File: config.mk
export PLATFORM = sky130hd
export DESIGN_NAME = inst_fetch_buffer
export DESIGN_NICKNAME = d
export VERILOG_FILES = /design/src/rtl/inst_fetch_buffer.sv
export SDC_FILE = /design/constraint.sdc
export NUM_CORES = 1
export LEC_CHECK = 0
export BUFFER_PORTS_ARGS = -buffer_cell sky130_fd_sc_hd__buf_2
export CAP_MARGIN = 20
export CORE_ASPECT_RATIO = 1.4
export CORE_MARGIN = 2
export CORE_UTILIZATION = 47
export CTS_CLUSTER_SIZE = 25
export DETAILED_ROUTE_END_ITERATION = 10
export GPL_ROUTABILITY_DRIVEN = 1
export GPL_TIMING_DRIVEN = 0
export PLACE_DENSITY_LB_ADDON = 0.05
export SLEW_MARGIN = 20
export SYNTH_ARGS = -nofsm -noshare
export SYNTH_HDL_FRONTEND = slang
export SYNTH_SLANG_ARGS = --single-unit
File: constraint.sdc
create_clock -name clk -period 14.6 [get_ports clk]
set_input_delay 1.46 -clock clk [delete_from_list [all_inputs] [get_ports clk]]
set_output_delay 1.46 -clock clk [all_outputs]
set_load 0.005 [all_outputs]
File: src/rtl/inst_fetch_buffer.sv
// Purpose: PC consumer; one outstanding instruction read, queues {pc, inst, fault} for decode.
// Latency: aligned pc -> mem_req +1, if_valid one cycle after rvalid; misaligned pc -> if_valid +1.
// Backpressure: pc_ready low while a read is outstanding, the queue is full, or flush is high.
module inst_fetch_buffer #(
    parameter int          DEPTH      = 2,
    parameter logic [31:0] RESET_ADDR = 32'h8000_0000
) (
    input  logic        clk,
    input  logic        reset,
    input  logic [31:0] pc,
    input  logic        pc_valid,
    output logic        pc_ready,
    input  logic        flush,
    output logic        mem_req,
    output logic [31:0] mem_addr,
    input  logic        mem_gnt,
    input  logic        mem_rvalid,
    input  logic [31:0] mem_rdata,
    output logic        if_valid,
    input  logic        if_ready,
    output logic [31:0] if_pc,
    output logic [31:0] if_inst,
    output logic        if_fault
);
    localparam int CW = $clog2(DEPTH) + 1;

    typedef enum logic [1:0] {IDLE, REQ, WAIT} state_t;

    typedef struct packed {
        logic [31:0] pc;
        logic [31:0] inst;
        logic        fault;
    } entry_t;

    state_t        state;
    logic [31:0]   addr_q;
    logic          discard;
    logic [CW-1:0] count;
    entry_t        push_dat;
    entry_t        head_dat;
    logic          accept;
    logic          misaligned;
    logic          push_mis;
    logic          push_mem;
    logic          push;
    logic          pop;

    assign pc_ready   = (state == IDLE) && (count < CW'(DEPTH)) && !flush;
    assign accept     = pc_valid && pc_ready;
    assign misaligned = (pc[1:0] != 2'b00);
    assign push_mis   = accept && misaligned;
    // A response that raced a redirect belongs to the old path and is dropped.
    assign push_mem   = (state == WAIT) && mem_rvalid && !discard && !flush;
    assign push       = push_mis || push_mem;
    assign if_valid   = (count != '0);
    assign pop        = if_valid && if_ready && !flush;
    assign mem_addr   = addr_q;

    always_comb begin
        push_dat = '0;
        if (push_mis) begin
            push_dat.pc    = pc;
            push_dat.fault = 1'b1;
        end else begin
            push_dat.pc   = addr_q;
            push_dat.inst = mem_rdata;
        end
    end

    always_ff @(posedge clk or posedge reset) begin
        if (reset) begin
            state   <= IDLE;
            addr_q  <= RESET_ADDR;
            discard <= 1'b0;
            mem_req <= 1'b0;
        end else begin
            case (state)
                IDLE: begin
                    if (accept) begin
                        addr_q <= pc;
                        if (!misaligned) begin
                            state   <= REQ;
                            mem_req <= 1'b1;
                        end
                    end
                end
                REQ: begin
                    if (mem_gnt) begin
                        state   <= WAIT;
                        mem_req <= 1'b0;
                        discard <= flush;
                    end else if (flush) begin
                        state   <= IDLE;
                        mem_req <= 1'b0;
                    end
                end
                WAIT: begin
                    if (mem_rvalid) begin
                        state   <= IDLE;
                        discard <= 1'b0;
                    end else if (flush) begin
                        discard <= 1'b1;
                    end
                end
                default: begin
                    state   <= IDLE;
                    mem_req <= 1'b0;
                end
            endcase
        end
    end

    fifo #(
        .WIDTH($bits(entry_t)),
        .DEPTH(DEPTH)
    ) u_queue (
        .clk      (clk),
        .reset    (reset),
        .flush    (flush),
        .push     (push),
        .push_dat (push_dat),
        .pop      (pop),
        .head_dat (head_dat),
        .count    (count)
    );

    assign if_pc    = if_valid ? head_dat.pc    : 32'h0;
    assign if_inst  = if_valid ? head_dat.inst  : 32'h0;
    assign if_fault = if_valid ? head_dat.fault : 1'b0;
endmodule

// Purpose: generic circular FIFO with synchronous flush; head word presented combinationally.
// Latency: a pushed word is visible at the head the cycle after the push.
// Backpressure: none internal; caller must not push when full nor pop when empty.
module fifo #(
    parameter int WIDTH = 8,
    parameter int DEPTH = 2
) (
    input  logic                   clk,
    input  logic                   reset,
    input  logic                   flush,
    input  logic                   push,
    input  logic [WIDTH-1:0]       push_dat,
    input  logic                   pop,
    output logic [WIDTH-1:0]       head_dat,
    output logic [$clog2(DEPTH):0] count
);
    localparam int AW = $clog2(DEPTH);

    logic [WIDTH-1:0] mem [DEPTH];
    logic [AW-1:0]    head;
    logic [AW-1:0]    tail;
    logic             do_push;
    logic             do_pop;

    // Flush wins over any push or pop requested in the same cycle.
    assign do_push  = push && !flush;
    assign do_pop   = pop && !flush;
    assign head_dat = mem[head];

    always_ff @(posedge clk) begin
        if (do_push) begin
            mem[tail] <= push_dat;
        end
    end

    always_ff @(posedge clk or posedge reset) begin
        if (reset) begin
            head  <= '0;
            tail  <= '0;
            count <= '0;
        end else if (flush) begin
            head  <= '0;
            tail  <= '0;
            count <= '0;
        end else begin
            if (do_push) begin
                tail <= tail + 1'b1;
            end
            if (do_pop) begin
                head <= head + 1'b1;
            end
            if (do_push && !do_pop) begin
                count <= count + 1'b1;
            end else if (do_pop && !do_push) begin
                count <= count - 1'b1;
            end
        end
    end
endmodule
==> results of run 1 <==
cells by family after synthesis:
group                  count (synthesis)  share of synthesized area [%]
AND/OR/NAND/NOR                      125                           8.34
AO/OA/AOI/OAI                         15                           1.44
buffers and inverters                 37                           2.63
flip-flops                           170                           68.7
XOR/XNOR                               2                          0.245
multiplexers                         126                           18.7
state kept, by name, summed over array words and instances, names as in the netlist:
signal         count
discard            1
mem_addr          32
mem_req            1
state              2
u_queue.count      2
u_queue.head       1
u_queue.mem      130
u_queue.tail       1
layer usage:
metal,part of all wire (%),vias to the layer above,wire length (µm)
met5,0,-,0
li1,-,2098,-
met1,40,2135,5940
met3,6.5,12,956
met4,1.2,0,179
met2,52,126,7640
worst register-to-register path: stages, from the launching register on:
cell and delay, ns:
dfrtp_1 0.48, nor4_4 0.36, o211a_1 0.21, or2_1 0.09, buf_2 0.18, nor2b_4 0.53
buf_16 0.23, buf_16 0.18, buf_16 0.18
per-stage QoR:
step           setup slack (ns)  cells  total power [µW]
6_report                  10.80    873              1210
5_1_grt                   10.56    873              1260
4_1_cts                   10.73    873              1220
3_5_place_dp              10.81    841               758
3_3_place_gp               6.95    836               748
2_1_floorplan              8.91    475               687
power groups by stage:
| stage | sequential, µW | combinational (µW) | clock, µW |
|---|---|---|---|
| 6_report | 590 | 155 | 460 |
| 3_3_place_gp | 600 | 148 | 0 |
| 3_5_place_dp | 600 | 158 | 0 |
| 5_1_grt | 594 | 172 | 490 |
| 4_1_cts | 590 | 159 | 469 |
| 2_1_floorplan | 601 | 86.3 | 0 |
cell usage after synthesis, drive strengths merged (2+ instances only):
library cell  number  area [µm²]
a21o               3        22.5
a21oi              3        15.0
buf               22         131
clkbuf             7        26.3
dfrtp             39         976
edfxtp           130        3900
inv                8        30.0
mux2              60         676
mux2i             66         661
nand2              8        30.0
nand3              2        10.0
nor2              73         274
nor2b             33         206
nor4               4        40.0
o21ai              3        15.0
o22ai              2        12.5
layout make-up:
cell class	instances	area [µm²]	area share [%]
sequential	170	4910	54.5
multi-input combinational	268	2060	22.9
timing repair buffer	174	983	10.9
clock buffer	22	485	5.40
tap	192	240	2.67
buffer	29	158	1.75
clock inverter	10	130	1.45
inverter	8	30.0	0.334
worst max-delay path by stage:
stage	from	endpoint	slack, ns
6_report	u_queue.count[1]$_DFFE_PP0P_	if_pc[20]	10.80
5_1_grt	u_queue.count[1]$_DFFE_PP0P_	if_pc[20]	10.56
4_1_cts	u_queue.count[1]$_DFFE_PP0P_	if_pc[20]	10.73
3_5_place_dp	flush	u_queue.mem[0][51]$_DFFE_PP_	10.81
3_3_place_gp	flush	u_queue.mem[0][51]$_DFFE_PP_	6.95
2_1_floorplan	flush	u_queue.mem[0][0]$_DFFE_PP_	8.91
==> out/results.ini, run 1 <==
[pwr]
internal_power_uw = 924
pwr-share-comb_pct = 12.9
power_frac_seq_pct = 48.9
leakage_uw = 0.00363
vdd_ir_drop_max_mv = 0.0836
switchingPower_uw = 281
powerDensity_mw_per_mm2 = 134
swShare_pct = 23.3
clkPwrFrac_pct = 38.2

[synth]
synth_cell_types = 33
async_flop_share_pct = 23.5
synthFlopType = edfxtp_1
syn_nets = 546
synth_area_per_cell_um2 = 15.0
ys_warn_count = 0
synthCells = 475
synth.cell_area_mm2 = 0.00715
ys_ff_latch = 170
seq_area_frac_synth_pct = 68.7
synth_edf_count = 130

[finish]
n_fill_cell = 1228
design_area_mm2 = 0.00899
layout_common_cells = 184 x buf_2, 130 x edfxtp_1, 73 x nor2_1
nets = 739
drive_above_1_share_pct = 38.5
layout.cells.most_common = buf_2
diodes = 0
area.growth.synth_to_final_pct = 25.9
final_util_pct = 60.3

[timing]
setup_tns_ns = 0
drv_slew = 0
skew_ns = 0.00984
hold_viol = 0
relSlewSlack_pct = 48.2
finalSetupViolCount = 0
whs_ns = 0.523
min_period_ns = 3.80
max_freq_mhz = 263
worst_pin_slew_ns = 0.777
finalCritPeriodShare_pct = 26.0
rsz0062_at_grt = no

[setup_path]
critical_path_class = reg2out
crit_family = buffers and inverters
cpPeakStageDelay_ns = 0.48
cp_cell_sequence = nor2_1 > clkbuf_1 > clkbuf_1 > nor2_1 > buf_2
slowest_stage = dfrtp_1
start_kind = flip-flop
critPathArrivalTime_ns = 2.34
cp.depth = 5
worst_r2r_path_depth = 8
r2r_slack_ns = 11.85
worstReg2RegEnd = u_queue.mem[0][62]$_DFFE_PP_
required_ns = 13.14
cp_num_buf_inv = 3
critPathCaptureType = output pin
crit_fanout = 10
crit-reg2reg-launch = u_queue.count[1]$_DFFE_PP0P_

[place]
io_buffers = 169
place_hpwl_um = 10100
place.gp.congestion = 0.757
placed_area_mm2 = 0.00838

[flow_run]
maxCapViolations = 0

[clocking]
worstSkewPairLatency_ns = 0.42
root_buffer = clkbuf_16
postCtsSetupRepairBufs = 0
h-tree-depth = 4
cts_resized = 0
clock_path_buffers = 2
ctsHoldBuffers = 0
cts_inserted_buffers = 17
clock_sinks = 170
path_clk_slew_ns = 0.07
cts_tree = done

[die]
die_h_um = 150
dieArea_mm2 = 0.0162
ios = 171
rows = 53
die_w_um = 108
coreArea_mm2 = 0.0149
start_util_pct = 47.9

[global_route]
use_met3_pct = 5.23
grt_max_degree = 52
busiest_layer = met2
antenna_found_initial = 0
use_met2_pct = 32.6
grt_usage_pct = 18.6
grt_pass1_wl_um = 22800
grtUsageMet1_pct = 21.7
gr-total-overflow = 0
grt_pass1_vias = 4551

[detailed_routing]
via_count = 4371
drt-wirelength-per-cell_um = 16.9
firstDrtPassIters = 4
finalWirelength_um = 14700
drtIter0Drc = 177
ant_nets = 0
via_per_inst = 5.01
drcViolationCount = 0

[worst_hold_path]
min_path_cells = 1
hp-class = reg2reg
min-delay-start = mem_addr[10]$_DFFE_PP0P_
hold_end = mem_addr[10]$_DFFE_PP0P_

[run_status]
status = completed

Note: power is estimated with default switching activity, not from simulation.
==> inputs of run 2 (changes only) <==
ABC_AREA = 1   (was default)
clock period = 3.7 ns   (was 14.6 ns; I/O delays follow)
==> run 2 against run 1 <==
Compared with the run above:
- first-iteration DRC count is 67% higher
- routed wire length increased by 14%
- worst hold slack got worse by 0.35 ns
- sequential share of layout area rose by 0.47 points
- sequential power grew to 4.5 times the previous value
- non-clock buffer count up 9
- combinational power rose to 12 times the previous value
- largest power group unchanged
- core utilization shrank 0.52 points
- flip-flop and latch count stayed put
- die area down 0.36%
- highest routed layer unchanged
- global-route usage increased by 2.6 points
- area after synthesis is 0.37% lower
==> out/results.ini, run 2 <==
[run_status]
status = completed

[detailed_routing]
drcViolationCount = 0
ant_nets = 0
drt-wirelength-per-cell_um = 15.4
dr.max_layer_used = met4
dr_wl_met3_um = 990
via_per_inst = 4.93
finalWirelength_um = 16800
wl_met2_um = 9200
via_count = 5374
wl_met1_um = 6400
drtIter0Drc = 296
firstDrtPassIters = 6

[setup_path]
r2r_slack_ns = 1.23
slowest_stage = nor2_4
crit_path_frequent_cell = buf_12
crit_fanout = 25
start_kind = flip-flop
crit_family = simple AND/OR/NAND/NOR gates
worst_r2r_path_depth = 7
crit-reg2reg-launch = state[0]$_DFFE_PP0P_
critPathCaptureType = flip-flop
critPathArrivalTime_ns = 2.58
cp_num_buf_inv = 3
cp_cell_sequence = nor2_2 > nand4_4 > nand2_2 > inv_1 > nor2_4 > buf_12 > buf_12
worstReg2RegEnd = u_queue.mem[1][30]$_DFFE_PP_
required_ns = 3.81
cpPeakStageDelay_ns = 0.47
critical_path_class = reg2reg

[finish]
n_fill_cell = 1317
design_area_mm2 = 0.00892
layout.cells.most_common = nand2_1
area.growth.synth_to_final_pct = 25.3
largest_reg_flops = 130
multi_input_area_mm2 = 0.00175
seqCellArea_mm2 = 0.00491
nets = 956
diodes = 0
layoutNonFillerInstCount = 1090
final_util_pct = 59.8
layout_common_cells = 212 x nand2_1, 185 x buf_2, 130 x edfxtp_1
regMostFlops = u_queue.mem
drive_above_1_share_pct = 26.1

[die]
dieArea_mm2 = 0.0162
start_util_pct = 47.7
rows = 53
ios = 171
die_h_um = 150
die_w_um = 108
coreArea_mm2 = 0.0149

[synth]
ys_ff_latch = 170
syn_nets = 762
synth_area_leaders = edfxtp_1 55%, dfrtp_1 14%, nand2_1 11%
synth.cell_area_mm2 = 0.00712
yosysMostFrequentCell = nand2_1
synthFlopType = edfxtp_1
synthCells = 691
synth_area_per_cell_um2 = 10.3
seq_area_frac_synth_pct = 68.9
ys_warn_count = 0
synth_edf_count = 130
synth_cell_types = 23
synth_area_leader_cell = edfxtp_1
yosysTopAreaCellShare_pct = 54.8
async_flop_share_pct = 23.5
synth_common_cells = 212 x nand2_1, 130 x edfxtp_1, 81 x inv_1

[pwr]
vdd_ir_drop_max_mv = 0.503
leakage_uw = 0.00402
powerDensity_mw_per_mm2 = 707

[clocking]
worstSkewPairLatency_ns = 0.42
path_clk_slew_ns = 0.07
clock_path_buffers = 2
postCtsSetupRepairBufs = 0
clock_sinks = 170
cts_inserted_buffers = 17
cts_tree = done
h-tree-depth = 4
root_buffer = clkbuf_16

[worst_hold_path]
min-delay-start = pc[20]
hold_end = mem_addr[20]$_DFFE_PP0P_
min_path_cells = 3
hp-class = in2reg

[place]
place.gp.congestion = 0.831
io_buffers = 169
place_hpwl_um = 12100
placed_area_mm2 = 0.00833
place_inst = 1057

[timing]
skew_ns = 0.0139
worst_pin_slew_ns = 0.744
setup_tns_ns = 0
finalSetupViolCount = 0
min_period_ns = 2.47
hold_viol = 0
finalCritPeriodShare_pct = 66.7
relSlewSlack_pct = 50.3
drv_slew = 0
rsz0062_at_grt = no
max_freq_mhz = 405

[global_route]
grt_max_degree = 26
antenna_found_initial = 0
grt_pass1_wl_um = 25900
gr-total-overflow = 0
grt_pass1_vias = 5230
grt_usage_pct = 21.2

[flow_run]
maxCapViolations = 0

run 2: repair_timing:
item                                   CTS  global route
resized for setup                        0             0
hold buffers                             1             0
endpoints found under the hold margin   15             0
run 2: area by class of cell:
class	count	share of cell area [%]
Clock inverter	12	1.25
Timing Repair Buffer	175	10.8
Sequential cell	170	55.0
Inverter	82	3.45
Multi-Input combinational cell	402	19.7
Tap cell	192	2.69
Buffer	37	1.87
Clock buffer	20	5.25
run 2: worst max path at each step:
stage	from	to	slack (ns)	depth (start not counted)
CTS	state[0]$_DFFE_PP0P_	u_queue.mem[1][22]$_DFFE_PP_	1.20	7
global route	u_queue.head$_DFFE_PP0P_	if_inst[30]	1.06	6
detailed placement	pc[0]	u_queue.mem[1][17]$_DFFE_PP_	1.19	9
global placement	pc[1]	u_queue.mem[0][21]$_DFFE_PP_	-2.27	7
finish	state[0]$_DFFE_PP0P_	u_queue.mem[1][30]$_DFFE_PP_	1.23	7
floorplan	flush	u_queue.mem[0][0]$_DFFE_PP_	-0.49	6
run 2: logic make-up (layout without fill, tap and decap cells):
family / after synthesis / count (layout) / share of synthesized area [%]
simple gates: 262 / 262 / 14.5
compound gates: 140 / 140 / 9.89
buf+inv: 119 / 326 / 6.66
flops: 170 / 170 / 68.9
run 2: routing by layer:
layer | global-route usage [%] | vias up
li1 | - | 2660
met1 | 23.5 | 2532
met2 | 39.6 | 162
met3 | 5.14 | 20
met4 | 6.35 | 0
met5 | 0 | -
run 2: through the flow:
step	power (µW)	setup WS (ns)	hold WS, ns
6_report	6310	1.23	0.172
5_1_grt	6700	1.06	0.173
4_1_cts	6370	1.20	0.166
3_5_place_dp	4640	1.19	0.386
3_3_place_gp	4570	-2.27	0.463
2_1_floorplan	3710	-0.494	0.450
run 2: worst reg2reg max path, cell delays in order (launching register included):
cell     delay [ns]
dfrtp_1        0.43
nor2_2         0.21
nand4_4        0.26
nand2_2        0.15
inv_1          0.12
nor2_4         0.47
buf_12         0.28
buf_12         0.22
run 2: power breakdown:
| part | leakage (µW) | internal, µW | total, µW | switching, µW |
|---|---|---|---|---|
| Combinational | 0.00205 | 728 | 1910 | 1190 |
| Sequential | 0.00169 | 2510 | 2670 | 167 |
| Clock | 0.000278 | 990 | 1720 | 732 |
| Total | 0.00402 | 4220 | 6310 | 2080 |
